[src/rtl/ps2_key_pkg.sv]
// ps2_key_pkg: shared scan-code constants, decoder states and the set-2 to ASCII map.
package ps2_key_pkg;
  localparam logic [7:0] SC_BREAK = 8'hF0;
  localparam logic [7:0] SC_EXT = 8'hE0;
  typedef enum logic [1:0] {S_WAIT, S_POP, S_GAP, S_DECODE} state_e;
  // Returns {valid, ascii}; valid is 0 for every code outside the typing set.
  function automatic logic [8:0] scan_to_ascii(input logic [7:0] code);
    logic [7:0] a;
    case (code)
      8'h1C: a = 8'h61; 8'h32: a = 8'h62; 8'h21: a = 8'h63; 8'h23: a = 8'h64;
      8'h24: a = 8'h65; 8'h2B: a = 8'h66; 8'h34: a = 8'h67; 8'h33: a = 8'h68;
      8'h43: a = 8'h69; 8'h3B: a = 8'h6A; 8'h42: a = 8'h6B; 8'h4B: a = 8'h6C;
      8'h3A: a = 8'h6D; 8'h31: a = 8'h6E; 8'h44: a = 8'h6F; 8'h4D: a = 8'h70;
      8'h15: a = 8'h71; 8'h2D: a = 8'h72; 8'h1B: a = 8'h73; 8'h2C: a = 8'h74;
      8'h3C: a = 8'h75; 8'h2A: a = 8'h76; 8'h1D: a = 8'h77; 8'h22: a = 8'h78;
      8'h35: a = 8'h79; 8'h1A: a = 8'h7A;
      8'h45: a = 8'h30; 8'h16: a = 8'h31; 8'h1E: a = 8'h32; 8'h26: a = 8'h33;
      8'h25: a = 8'h34; 8'h2E: a = 8'h35; 8'h36: a = 8'h36; 8'h3D: a = 8'h37;
      8'h3E: a = 8'h38; 8'h46: a = 8'h39;
      8'h29: a = 8'h20; 8'h5A: a = 8'h0D; 8'h66: a = 8'h08;
      default: a = 8'h00;
    endcase
    return {a != 8'h00, a};
  endfunction
endpackage

[src/rtl/key_fifo.sv]
// key_fifo: small synchronous FIFO of ASCII key events; head is read combinationally from storage.
module key_fifo #(
  parameter int DEPTH = 8,
  parameter int AW = 3
) (
  input  logic       clk,
  input  logic       clrn,
  input  logic       push_i,
  input  logic [7:0] din_i,
  input  logic       pop_i,
  output logic       full_o,
  output logic       empty_o,
  output logic [7:0] dout_o
);
  logic [7:0] mem_q [DEPTH];
  logic [AW:0] wr_q, rd_q;
  logic wr_en, rd_en;
  assign full_o = (wr_q[AW] != rd_q[AW]) && (wr_q[AW-1:0] == rd_q[AW-1:0]);
  assign empty_o = wr_q == rd_q;
  assign rd_en = pop_i && !empty_o;
  // A pop in the same cycle frees the slot being written, so a push on full still lands.
  assign wr_en = push_i && (!full_o || rd_en);
  assign dout_o = empty_o ? 8'h00 : mem_q[rd_q[AW-1:0]];
  always_ff @(posedge clk)
    if (wr_en) mem_q[wr_q[AW-1:0]] <= din_i;
  always_ff @(posedge clk or negedge clrn)
    if (!clrn) begin
      wr_q <= '0;
      rd_q <= '0;
    end else begin
      wr_q <= wr_q + {{AW{1'b0}}, wr_en};
      rd_q <= rd_q + {{AW{1'b0}}, rd_en};
    end
endmodule

[src/rtl/ps2_key_events.sv]
// ps2_key_events: turns raw set-2 scan bytes into one queued ASCII event per key press.
module ps2_key_events import ps2_key_pkg::*; #(
  parameter int DEPTH = 8,
  parameter int AW = 3
) (
  input  logic       clk,
  input  logic       clrn,
  input  logic [7:0] kb_data,
  input  logic       kb_ready,
  output logic       kb_nextdata_n,
  output logic       ev_valid,
  output logic [7:0] ev_ascii,
  input  logic       ev_ready,
  output logic [7:0] held_ascii,
  output logic       overflow,
  output logic [7:0] key_count
);
  state_e state_q;
  logic [7:0] byte_q, held_code_q, held_code_d, held_ascii_q, held_ascii_d, key_count_q;
  logic brk_q, brk_d, ext_q, ext_d, nd_n_q, ovf_q, push, full, empty, ev_pop;
  logic [8:0] map;
  assign map = scan_to_ascii(byte_q);
  assign ev_valid = !empty;
  assign ev_pop = ev_valid && ev_ready;
  assign kb_nextdata_n = nd_n_q;
  assign held_ascii = held_ascii_q;
  assign overflow = ovf_q;
  assign key_count = key_count_q;
  always_comb begin
    brk_d = brk_q;
    ext_d = ext_q;
    held_code_d = held_code_q;
    held_ascii_d = held_ascii_q;
    push = 1'b0;
    if (state_q == S_DECODE) begin
      if (byte_q == SC_BREAK) brk_d = 1'b1;
      else if (byte_q == SC_EXT) ext_d = 1'b1;
      else begin
        brk_d = 1'b0;
        ext_d = 1'b0;
        if (brk_q) begin
          held_code_d = (byte_q == held_code_q) ? 8'h00 : held_code_q;
          held_ascii_d = (byte_q == held_code_q) ? 8'h00 : held_ascii_q;
        end else if (byte_q != held_code_q || ext_q) begin
          // Typematic repeats of the held non-extended key fall through untouched.
          held_code_d = byte_q;
          push = !ext_q && map[8];
          held_ascii_d = push ? map[7:0] : 8'h00;
        end
      end
    end
  end
  always_ff @(posedge clk or negedge clrn)
    if (!clrn) begin
      state_q <= S_WAIT;
      byte_q <= 8'h00;
      nd_n_q <= 1'b1;
      brk_q <= 1'b0;
      ext_q <= 1'b0;
      held_code_q <= 8'h00;
      held_ascii_q <= 8'h00;
      key_count_q <= 8'h00;
      ovf_q <= 1'b0;
    end else begin
      case (state_q)
        S_WAIT: if (kb_ready) begin
          byte_q <= kb_data;
          nd_n_q <= 1'b0;
          state_q <= S_POP;
        end
        S_POP: begin
          nd_n_q <= 1'b1;
          state_q <= S_GAP;
        end
        S_GAP: state_q <= S_DECODE;
        default: state_q <= S_WAIT;
      endcase
      brk_q <= brk_d;
      ext_q <= ext_d;
      held_code_q <= held_code_d;
      held_ascii_q <= held_ascii_d;
      if (push && (!full || ev_pop)) key_count_q <= key_count_q + 8'd1;
      if (push && full && !ev_pop) ovf_q <= 1'b1;
    end
  key_fifo #(.DEPTH(DEPTH), .AW(AW)) u_fifo (
    .clk(clk),
    .clrn(clrn),
    .push_i(push),
    .din_i(held_ascii_d),
    .pop_i(ev_pop),
    .full_o(full),
    .empty_o(empty),
    .dout_o(ev_ascii)
  );
endmodule

[config.mk]
export PLATFORM = sky130hd
export DESIGN_NAME = ps2_key_events
export DESIGN_NICKNAME = d
export VERILOG_FILES = /design/src/rtl/ps2_key_pkg.sv /design/src/rtl/key_fifo.sv /design/src/rtl/ps2_key_events.sv
export SDC_FILE = /design/constraint.sdc
export NUM_CORES = 1
export LEC_CHECK = 0
export CORE_AREA = 5 5 107 109
export CTS_BUF_LIST = sky130_fd_sc_hd__clkbuf_4
export DETAILED_ROUTE_END_ITERATION = 12
export DIE_AREA = 0 0 112 114
export PLACE_DENSITY = 0.74
export SETUP_SLACK_MARGIN = 0.4
export SLEW_MARGIN = 20
export SYNTH_ARGS = -nofsm -noshare
export SYNTH_HDL_FRONTEND = slang
export SYNTH_SLANG_ARGS = --single-unit
[constraint.sdc]
create_clock -name clk -period 4 [get_ports clk]
set_input_delay 0.4 -clock clk [delete_from_list [all_inputs] [get_ports clk]]
set_output_delay 0.4 -clock clk [all_outputs]
set_load 0.02 [all_outputs]
# After elaboration in Yosys (flattened, before gate mapping)
# Memories as Yosys holds them, arrays and structs flattened.
# Index checks and enable logic that the tools add are counted.
# Widths: inputs -> output; s select.
dict set report op_classes {
  add_sub_neg 3
  multipliers 0
  n_div 0
  n_lt_le_gt_ge 0
  n_eq_ne 13
  n_shift 0
  n_mux 26
  bitwise_logic 2
  reduce_logical 24
}
# operator n
set op_table {}
lappend op_table {{$mux 8} 12}
lappend op_table {{$eq 8x8->1 const B} 2}
lappend op_table {{$mux 1} 11}
lappend op_table {{$add 4x1->4} 2}
lappend op_table {{$add 8x1->8 const B} 1}
lappend op_table {{$eq 8x8->1} 1}
lappend op_table {{$logic_and 1x1->1} 8}
lappend op_table {{$ne 8x8->1} 1}
lappend op_table {{$reduce_and 2->1} 4}
lappend op_table {{$reduce_bool 8->1} 1}
lappend op_table {{$pmux 2 s3} 1}
lappend op_table {{$reduce_and 5->1} 1}
lappend op_table {{$eq 2x2->1 const B} 2}
lappend op_table {{$eq 4x4->1} 1}
lappend op_table {{$logic_not 1->1} 4}
lappend op_table {{$ne 2x2->1 const B} 2}
lappend op_table {{$reduce_bool 2->1} 2}
lappend op_table {{$eq 3x3->1} 1}
lappend op_table {{$logic_or 1x1->1} 3}
lappend op_table {{$eq 2x1->1 const B} 1}
lappend op_table {{$logic_not 2->1} 1}
lappend op_table {{$mux 2} 1}
lappend op_table {{$ne 2x1->1 const B} 1}
lappend op_table {{$not 1->1} 2}
lappend op_table {{2 further kinds} 2}
dict set report word_totals {
  regBits 46
  latch_bits 0
  mem_bits_rw 64
  mem_bits_ro 896
  in_bits 12
  output_inout_bits 27
  word_cells 81
  mem_count 2
}
# name depth width read_ports rd_ports_with_merged_regs wr line
set memory_table {}
lappend memory_table {{(name not given)} 128 7 1 0 0 ps2_key_pkg.sv:9} ;# case (code)
lappend memory_table {u_fifo.mem_q 8 8 1 0 1 key_fifo.sv:15} ;# logic [7:0] mem_q [DEPTH];

# Depth between registers and ports, before layout
# Gate-level depths: netlist of run 1.
# An unclocked memory read counts as a cell.
dict set report logic_depth {
  word_depth 12
  mapped_depth 15
  mapped_depth_nobuf 13
}

# By module
# A second synthesis of run 1 with hierarchy kept.
dict set report unflattened {
  cells_unflattened 468
  area_unflattened_um2 5595.4
}
# mod instances cells_each area_per_inst_um2 seq_area_each_um2
set modules_own_cells {}
lappend modules_own_cells {key_fifo 1 182 2984.1 2122.0}
lappend modules_own_cells {ps2_key_events 1 286 2611.3 952.2}

# Worst setup path after synthesis of run 1
# Ideal clock, no wire load.
dict set report synth_path {
  path_type {register to register}
  start {register byte_q[0]}
  end {memory u_fifo.mem_q[6][0], enable pin}
  setup_time_ps 383
  t_arrival_ps 2860
  required_time_ps 3617
  path_slack_ps 757
  path_stages_with_launch 12
  path_buffers 1
  period_less_slack_ps 3243
  cell_sequence {dfrtp_1 -> inv_1 -> ha_1 -> or3b_1 -> a21oi_1 -> a311oi_1 -> o32ai_2 -> nor4_2 -> o21ai_2 -> nand3_4 -> buf_6 -> nor3_1}
}
dict set report synth_between {
  elab_chain_cells 12
  elab_cells_between_ends 16
  cone_classes {3 x eq/ne; 8 x mux; 4 x reduce/logical; 1 x memory}
}
# element line
set synth_lines {}
lappend synth_lines {{from (decl)} ps2_key_events.sv:19} ;# logic [7:0] byte_q, held_code_q, held_code_d, held_ascii_q, held_ascii_d, key_count_q;
lappend synth_lines {{from (signal assigned)} ps2_key_events.sv:67} ;# byte_q <= kb_data;
lappend synth_lines {{$mem_v2 128x7} n/a}
lappend synth_lines {{$mux 8} ps2_key_pkg.sv:9}
lappend synth_lines {{$reduce_bool 8->1} ps2_key_pkg.sv:23} ;# return {a != 8'h00, a};
lappend synth_lines {{$logic_and 1x1->1} ps2_key_events.sv:47} ;# push = !ext_q && map[8];
lappend synth_lines {{$mux 1} ps2_key_events.sv:44} ;# end else if (byte_q != held_code_q || ext_q) begin
lappend synth_lines {{$mux 1} ps2_key_events.sv:41} ;# if (brk_q) begin
lappend synth_lines {{$mux 1} ps2_key_events.sv:37} ;# else if (byte_q == SC_EXT) ext_d = 1'b1;
lappend synth_lines {{$mux 1 *} ps2_key_events.sv:36} ;# if (byte_q == SC_BREAK) brk_d = 1'b1;
lappend synth_lines {{$mux 1 *} ps2_key_events.sv:35} ;# if (state_q == S_DECODE) begin
lappend synth_lines {{$logic_and 1x1->1 *} key_fifo.sv:22} ;# assign wr_en = push_i && (!full_o || rd_en);
lappend synth_lines {{$mux 1 *} key_fifo.sv:25} ;# if (wr_en) mem_q[wr_q[AW-1:0]] <= din_i;
lappend synth_lines {{$mux 1 (not written as such) *} key_fifo.sv:25}
lappend synth_lines {{to (decl)} key_fifo.sv:15}
# Every way passes the cells marked *; elsewhere a longest branch is shown, timed or not.

# Final worst setup path of run 1
dict set report layout_path {
  start {register byte_q[2]}
  end {register u_fifo.wr_q[2]}
}
dict set report layout_between {
  elab_chain_cells 11
  elab_cells_between_ends 15
  cone_classes {1 x add/sub; 3 x eq/ne; 6 x mux; 4 x reduce/logical; 1 x memory}
}
# element line
set layout_lines {}
lappend layout_lines {{$mem_v2 128x7} n/a}
lappend layout_lines {{$mux 8} ps2_key_pkg.sv:9}
lappend layout_lines {{$reduce_bool 8->1} ps2_key_pkg.sv:23}
lappend layout_lines {{$logic_and 1x1->1} ps2_key_events.sv:47}
lappend layout_lines {{$mux 1} ps2_key_events.sv:44}
lappend layout_lines {{$mux 1} ps2_key_events.sv:41}
lappend layout_lines {{$mux 1} ps2_key_events.sv:37}
lappend layout_lines {{$mux 1 *} ps2_key_events.sv:36}
lappend layout_lines {{$mux 1 *} ps2_key_events.sv:35}
lappend layout_lines {{$logic_and 1x1->1 *} key_fifo.sv:22}
lappend layout_lines {{$add 4x1->4 *} key_fifo.sv:31} ;# wr_q <= wr_q + {{AW{1'b0}}, wr_en};
lappend layout_lines {{to (signal assigned)} key_fifo.sv:31}
lappend layout_lines {{to (decl)} key_fifo.sv:16} ;# logic [AW:0] wr_q, rd_q;
# Marks and branches as above.
# A chain may end at the register's enable or synchronous reset.

==> flow_summary_export.csv, run 1 <==
group,metric,value,unit
outcome,outcome,"finished clean",
floorplan,die_area,12800,um2
cells_and_area,multi_input_area,2250,um2
setup_path,reg2reg_depth,12,
clock_network,cts.sinks,110,
flow_run,drv_cap,0,
power_and_ir_drop,powerDensity,781,nW/um2
setup_path,arrival,3.75,ns
sta,fin_tns_setup,0,ns
sta,fin_crit,3.41,ns
clock_network,cts_max_level,3,
cells_and_area,seqCellArea,3080,um2
yosys,post_synth.cell_area_avg,12.9,um2
sta,max-slew-margin-rel,48.8,%
placed_design,dp_hpwl,8290,um
detailed_routing,routed-via-count,3589,
sta,finalSetupViolations,0,
detailed_routing,dr.pass1.iters,4,
floorplan,ios,39,
clock_network,cts_made_buffers,9,
yosys,netlist_area,5520,um2
cells_and_area,fillers,823,
hold_path,hold_path_class,"input pin to async pin",
detailed_routing,route.detailed.drc,0,
cells_and_area,final_nets,493,
yosys,synth_top_area_share,34.8,%
detailed_routing,antenna_left,0,
sta,fin_skew,0.0185,ns
setup_path,start_kind,"register",
global_route,grt_pass1_wl,19100,um
global_route,antenna_found_initial,0,
global_route,grt_max_degree,47,
floorplan,die_h,114,um
sta,slew_violations,0,
clock_network,clockBufferDepth,2,
cells_and_area,diodes,0,
global_route,grt_overflow,0,
yosys,synth_most_common_cell,"edfxtp_1",
setup_path,end_kind,"register",
yosys,yosysUniqueCellTypes,60,
setup_path,rrSetupSlack,0.59,ns
floorplan,start_util,52.5,%
yosys,yosys.area.top_type,"edfxtp_1",
detailed_routing,wl_per_cell,19.2,um
yosys,syn_inst,427,
floorplan,coreArea,10500,um2
clock_network,cts.clk_slew.worst_paths,0.17,ns
yosys,synth_ff_type,"edfxtp_1",
setup_path,critPathKind,"register to register",
global_route,track_usage,19.0,%
placed_design,dp.cells,590,
yosys,ys_ff_latch,110,
cells_and_area,stdcell_count,610,
sta,fin_crit_sh,85.3,%
detailed_routing,via_per_inst,5.88,
floorplan,rows,38,
sta,worst_slew_pin_slew,0.767,ns
floorplan,die_w,112,um
yosys,ys_seq_area_share,55.7,%
setup_path,startpoint,"byte_q[2]$_DFFE_PN0P_",
yosys,synth_edf_count,64,
cells_and_area,drive_above_1_share,16.4,%
setup_path,required,4.33,ns
power_and_ir_drop,peakVddDrop,0.348,mV
setup_path,reg2reg_to,"u_fifo.wr_q[2]$_DFF_PN0_",
yosys,synthTopCellsByArea,"edfxtp_1 (35%), dfrtp_1 (20%), mux4_2 (6.5%), ha_1 (3.6%), mux2_2 (2.0%)",
clock_network,clk_latency,0.45,ns
sta,hold_violations,0,
setup_path,rr_startpoint,"byte_q[2]$_DFFE_PN0P_",
detailed_routing,wirelength,11700,um
placed_design,globalplace.congestion,0.928,
yosys,syn_nets,455,
cells_and_area,area_growth,12.9,%
yosys,ys_warn_count,0,
setup_path,cp_max_fo,20,
sta,max_clock_freq,293,MHz
clock_network,root_buffer,"clkbuf_4",
clock_network,tritoncts,"built",
detailed_routing,drt_iter0_markers,298,
global_route,grt_pass1_vias,3684,
sta,rsz0062_at_grt,"no",
power_and_ir_drop,power_leakage,2.39,nW
yosys,synth-async-reset-ratio,41.8,%
placed_design,io_buffers,38,
yosys,synthTopCellsByCount,"edfxtp_1 (64), dfrtp_1 (45), nand2_1 (29)",
==> cells by family after synthesis <==
| group | Yosys count | share of synthesized area, % |
|---|---|---|
| AOI/OAI and AO/OA | 78 | 10.1 |
| buffers and inverters | 42 | 3.68 |
| adders and majority gates | 16 | 3.63 |
| and+or+nand+nor | 121 | 12.6 |
| muxes | 37 | 10.6 |
| xor gates and xnor gates | 23 | 3.65 |
| DFF | 110 | 55.7 |
==> sequential cells by signal, indices dropped and copies added (netlist names), 2 cells and up <==
name and flops:
held_code_q 8, u_fifo.mem_q 64, key_count 8, byte_q 8, u_fifo.wr_q 4, held_ascii 8, u_fifo.rd_q 4, state_q 2
==> through the flow <==
stage	total power (W)	setup slack [ns]	instance area (um2)	utilization [%]	hold WS, ns
after floorplan	0.00353	0.757	5520	-	0.104
after global placement	0.00425	0.459	6020	57.3	0.464
after detailed placement	0.00425	0.447	6020	57.3	0.462
after CTS	0.00484	0.464	6200	59.0	0.128
after global routing	0.00519	0.400	6220	59.2	0.503
final	0.00486	0.587	6220	59.2	0.474
==> layout by cell type, fill, tap and decap left out, types with 3 or more instances in the layout <==
cell,count
buf_4,18
nand2_1,29
inv_1,13
o21ai_0,13
nor4_2,5
nand3_1,8
ha_1,15
o31ai_1,6
and2_1,3
o22ai_1,3
nor3_1,7
clkdlybuf4s50_1,37
mux4_2,16
nor4_1,3
edfxtp_1,64
o211ai_1,4
nand4_1,5
a22o_1,5
a21oi_1,20
nor2_1,24
clkbuf_4,10
nand2b_1,14
dfrtp_1,43
xnor2_1,11
mux2_2,10
nor2b_1,5
and3_1,6
mux2i_1,11
xor2_1,12
==> worst max-delay path, stage by stage, from the launching register on <==
cell	delay [ns]
dfrtp_1	0.79
buf_4	0.36
or3b_1	0.14
a21oi_1	0.06
a311oi_1	0.39
o32ai_2	0.18
nor4_2	0.39
o21ai_4	0.17
nand3_4	0.22
inv_1	0.07
ha_1	0.20
ha_1	0.19
xor2_1	0.14
==> per-layer routing <==
| layer | global-route usage [%] | part of all wire, % |
|---|---|---|
| met2 | 32.2 | 51 |
| met3 | 2.86 | 4.8 |
| met4 | 7.61 | 2.3 |
| met1 | 24.7 | 42 |
| met5 | 0 | 0 |
==> how the worst max path moves through the flow <==
stage | depth (start not counted) | end | slack, ns
detailed placement | 10 | u_fifo.mem_q[3][1]$_DFFE_PP_ | 0.45
finish | 12 | u_fifo.wr_q[2]$_DFF_PN0_ | 0.59
floorplan | 11 | u_fifo.mem_q[6][0]$_DFFE_PP_ | 0.76
CTS | 11 | u_fifo.mem_q[3][1]$_DFFE_PP_ | 0.46
global route | 12 | u_fifo.wr_q[2]$_DFF_PN0_ | 0.40
global placement | 10 | u_fifo.mem_q[3][2]$_DFFE_PP_ | 0.46
==> timing repair <==
action                     4_1_cts  5_1_grt
pin swaps                        2        0
hold buffers                     0        1
setup endpoints to repair       13       67
buffers inserted                 3        0
resized for setup                0        5
hold endpoints to repair         0       45
==> power by group <==
group | total [W] | internal [W] | switching [W]
Clock | 0.000588 | 0.000210 | 0.000378
Combinational | 0.00241 | 0.00106 | 0.00135
Sequential | 0.00186 | 0.00149 | 0.000371
Total | 0.00486 | 0.00276 | 0.00210
==> area by class of cell <==
| cell class | instances | share of cell area (%) |
|---|---|---|
| inverter | 13 | 0.784 |
| clock inverter | 6 | 1.33 |
| sequential | 110 | 49.4 |
| multi-input combinational | 275 | 36.2 |
| clock buffer | 10 | 1.21 |
| timing repair buffer | 56 | 8.28 |
| tap | 140 | 2.81 |
(Power assumes the default switching activity.)
==> inputs of run 2 (changes only) <==
CAP_MARGIN = 20   (was default)
clock period = 4.4 ns   (was 4 ns; I/O delays follow)
==> flow_summary_export.csv, run 2 (same netlist as run 1, synthesis figures left out) <==
group,metric,value,unit
outcome,outcome,"finished clean",
setup_path,rr_startpoint,"byte_q[0]$_DFFE_PN0P_",
clock_network,root_buffer,"clkbuf_4",
detailed_routing,wl_met2,5870,um
detailed_routing,wirelength,11700,um
cells_and_area,final_nets,486,
floorplan,die_h,114,um
power_and_ir_drop,totalPowerFinal,0.00442,W
floorplan,die_area,12800,um2
setup_path,cp_max_fo,11,
setup_path,crit_path_max_incr_delay,0.55,ns
clock_network,cts_made_buffers,9,
sta,fin_crit,3.63,ns
detailed_routing,drt_iter0_markers,213,
sta,fin_skew,0.0290,ns
setup_path,end_kind,"register",
setup_path,path_delay_family,"simple AND/OR/NAND/NOR gates",
power_and_ir_drop,comb_power_share,46.6,%
placed_design,io_buffers,38,
power_and_ir_drop,pwr-share-seq,40.3,%
setup_path,path_buf_inv,1,
cells_and_area,drive_above_1_share,14.0,%
setup_path,cp_slowest_cell,"nor4b_4",
sta,hold_ws,0.483,ns
global_route,grt_pass1_wl,19500,um
clock_network,clockBufferDepth,2,
detailed_routing,antenna_left,0,
floorplan,ios,39,
clock_network,cts_hold_buf,0,
global_route,antenna_found_initial,0,
clock_network,cts_max_level,3,
power_and_ir_drop,p_clk_share,13.1,%
placed_design,dp_hpwl,8410,um
clock_network,cts.clk_slew.worst_paths,0.17,ns
cells_and_area,utilization,58.7,%
cells_and_area,largest_reg_flops,64,
sta,max-slew-margin-rel,35.7,%
clock_network,tritoncts,"built",
sta,finalSetupViolations,0,
hold_path,hp-start,"key_count[7]$_DFFE_PN0P_",
cells_and_area,mostFrequentLayoutCells,"edfxtp_1 (64), dfrtp_1 (45), clkdlybuf4s50_1 (37), nand2_1 (29), nor2_1 (24)",
detailed_routing,routed.top_layer,"met4",
global_route,grt_max_degree,47,
power_and_ir_drop,p_switching,0.00189,W
clock_network,cts.sinks,110,
detailed_routing,wl_met3,482,um
detailed_routing,wl_per_cell,19.4,um
placed_design,globalplace.congestion,0.943,
sta,hold_violations,0,
setup_path,start_kind,"register",
detailed_routing,wl_met1,5000,um
setup_path,crit_path_cell_trace,"inv_1 > ha_1 > nor2b_1 > a31oi_1 > o21bai_1 > a221oi_2 > nor4_2 > o21ai_2 > nand3_4 > nor4b_4",
sta,max_clock_freq,275,MHz
floorplan,start_util,52.5,%
clock_network,cts_resized,0,
detailed_routing,routed-via-count,3489,
detailed_routing,dr.pass1.iters,5,
floorplan,die_w,112,um
power_and_ir_drop,peakVddDrop,0.333,mV
hold_path,hold_path_class,"register to register",
setup_path,startpoint,"byte_q[0]$_DFFE_PN0P_",
cells_and_area,diodes,0,
sta,rsz0062_at_grt,"no",
global_route,grt_overflow,0,
floorplan,coreArea,10500,um2
setup_path,arrival,3.73,ns
clock_network,cts_setup_buffers,0,
power_and_ir_drop,swShare,42.9,%
detailed_routing,route.detailed.drc,0,
flow_run,drv_cap,0,
power_and_ir_drop,p_int,0.00252,W
power_and_ir_drop,powerDensity,716,nW/um2
cells_and_area,layout_commonest_cell,"edfxtp_1",
global_route,track_usage,19.3,%
power_and_ir_drop,power_leakage,2.36,nW
cells_and_area,area_growth,11.9,%
setup_path,critPathKind,"register to register",
clock_network,clk_latency,0.47,ns
sta,fin_crit_sh,82.5,%
detailed_routing,via_per_inst,5.79,
floorplan,rows,38,
setup_path,required,4.50,ns
sta,slew_violations,0,
sta,fin_tns_setup,0,ns
sta,worst_slew_pin_slew,0.965,ns
global_route,grt_pass1_vias,3645,
run 2: cell count changes in the layout (fill, tap and decap cells not counted), moves of 2 or more:
cell / before / now
buf_4: 18 / 11
dfrtp_2: 2 / 0
clkinv_4: 2 / 0
dfrtp_1: 43 / 45
run 2: path summary, 6_finish.rpt:
kind / slack [ns] / to / depth (start not counted)
worst max-delay path: 0.77 / u_fifo.mem_q[3][2]$_DFFE_PP_ / 10
worst min-delay path: 0.48 / key_count[7]$_DFFE_PN0P_ / 1
worst max register to register: 0.77 / u_fifo.mem_q[3][2]$_DFFE_PP_ / 10
worst min register to register: 0.48 / key_count[7]$_DFFE_PN0P_ / 1
max in group asynchronous: 3.49 / held_ascii[5]$_DFF_PN0_ / 2
min in group asynchronous: 0.50 / byte_q[1]$_DFFE_PN0P_ / 2
run 2: per-stage QoR:
| step | std cells | worst slack, ns | cell area (um2) |
|---|---|---|---|
| 6_report | 603 | 0.770 | 6170 |
| 3_3_place_gp | 586 | 0.884 | 5990 |
| 2_1_floorplan | 427 | 1.16 | 5520 |
| 5_1_grt | 603 | 0.494 | 6170 |
| 4_1_cts | 602 | 0.816 | 6160 |
| 3_5_place_dp | 586 | 0.862 | 5990 |
run 2: final cells by class:
| type | count | area, um2 |
|---|---|---|
| fillers | 872 | 4340 |
| flip-flops and latches | 110 | 3070 |
| multi-input cells | 275 | 2240 |
| repair buffers | 49 | 463 |
| well taps | 140 | 175 |
| clock inverters | 7 | 103 |
| clock buffers | 9 | 67.6 |
| inverters | 13 | 48.8 |
run 2: power groups by stage:
stage	registers [W]	clock network, W	logic (W)
5_1_grt	0.00183	0.000640	0.00226
4_1_cts	0.00178	0.000596	0.00206
3_3_place_gp	0.00179	0	0.00206
6_report	0.00178	0.000579	0.00206
2_1_floorplan	0.00155	0	0.00166
3_5_place_dp	0.00180	0	0.00206
run 2: per-layer routing:
layer,GRT usage [%],up-vias
li1,-,1660
met1,25.4,1712
met2,32.7,96
met3,3.50,21
met4,6.65,0
met5,0,-
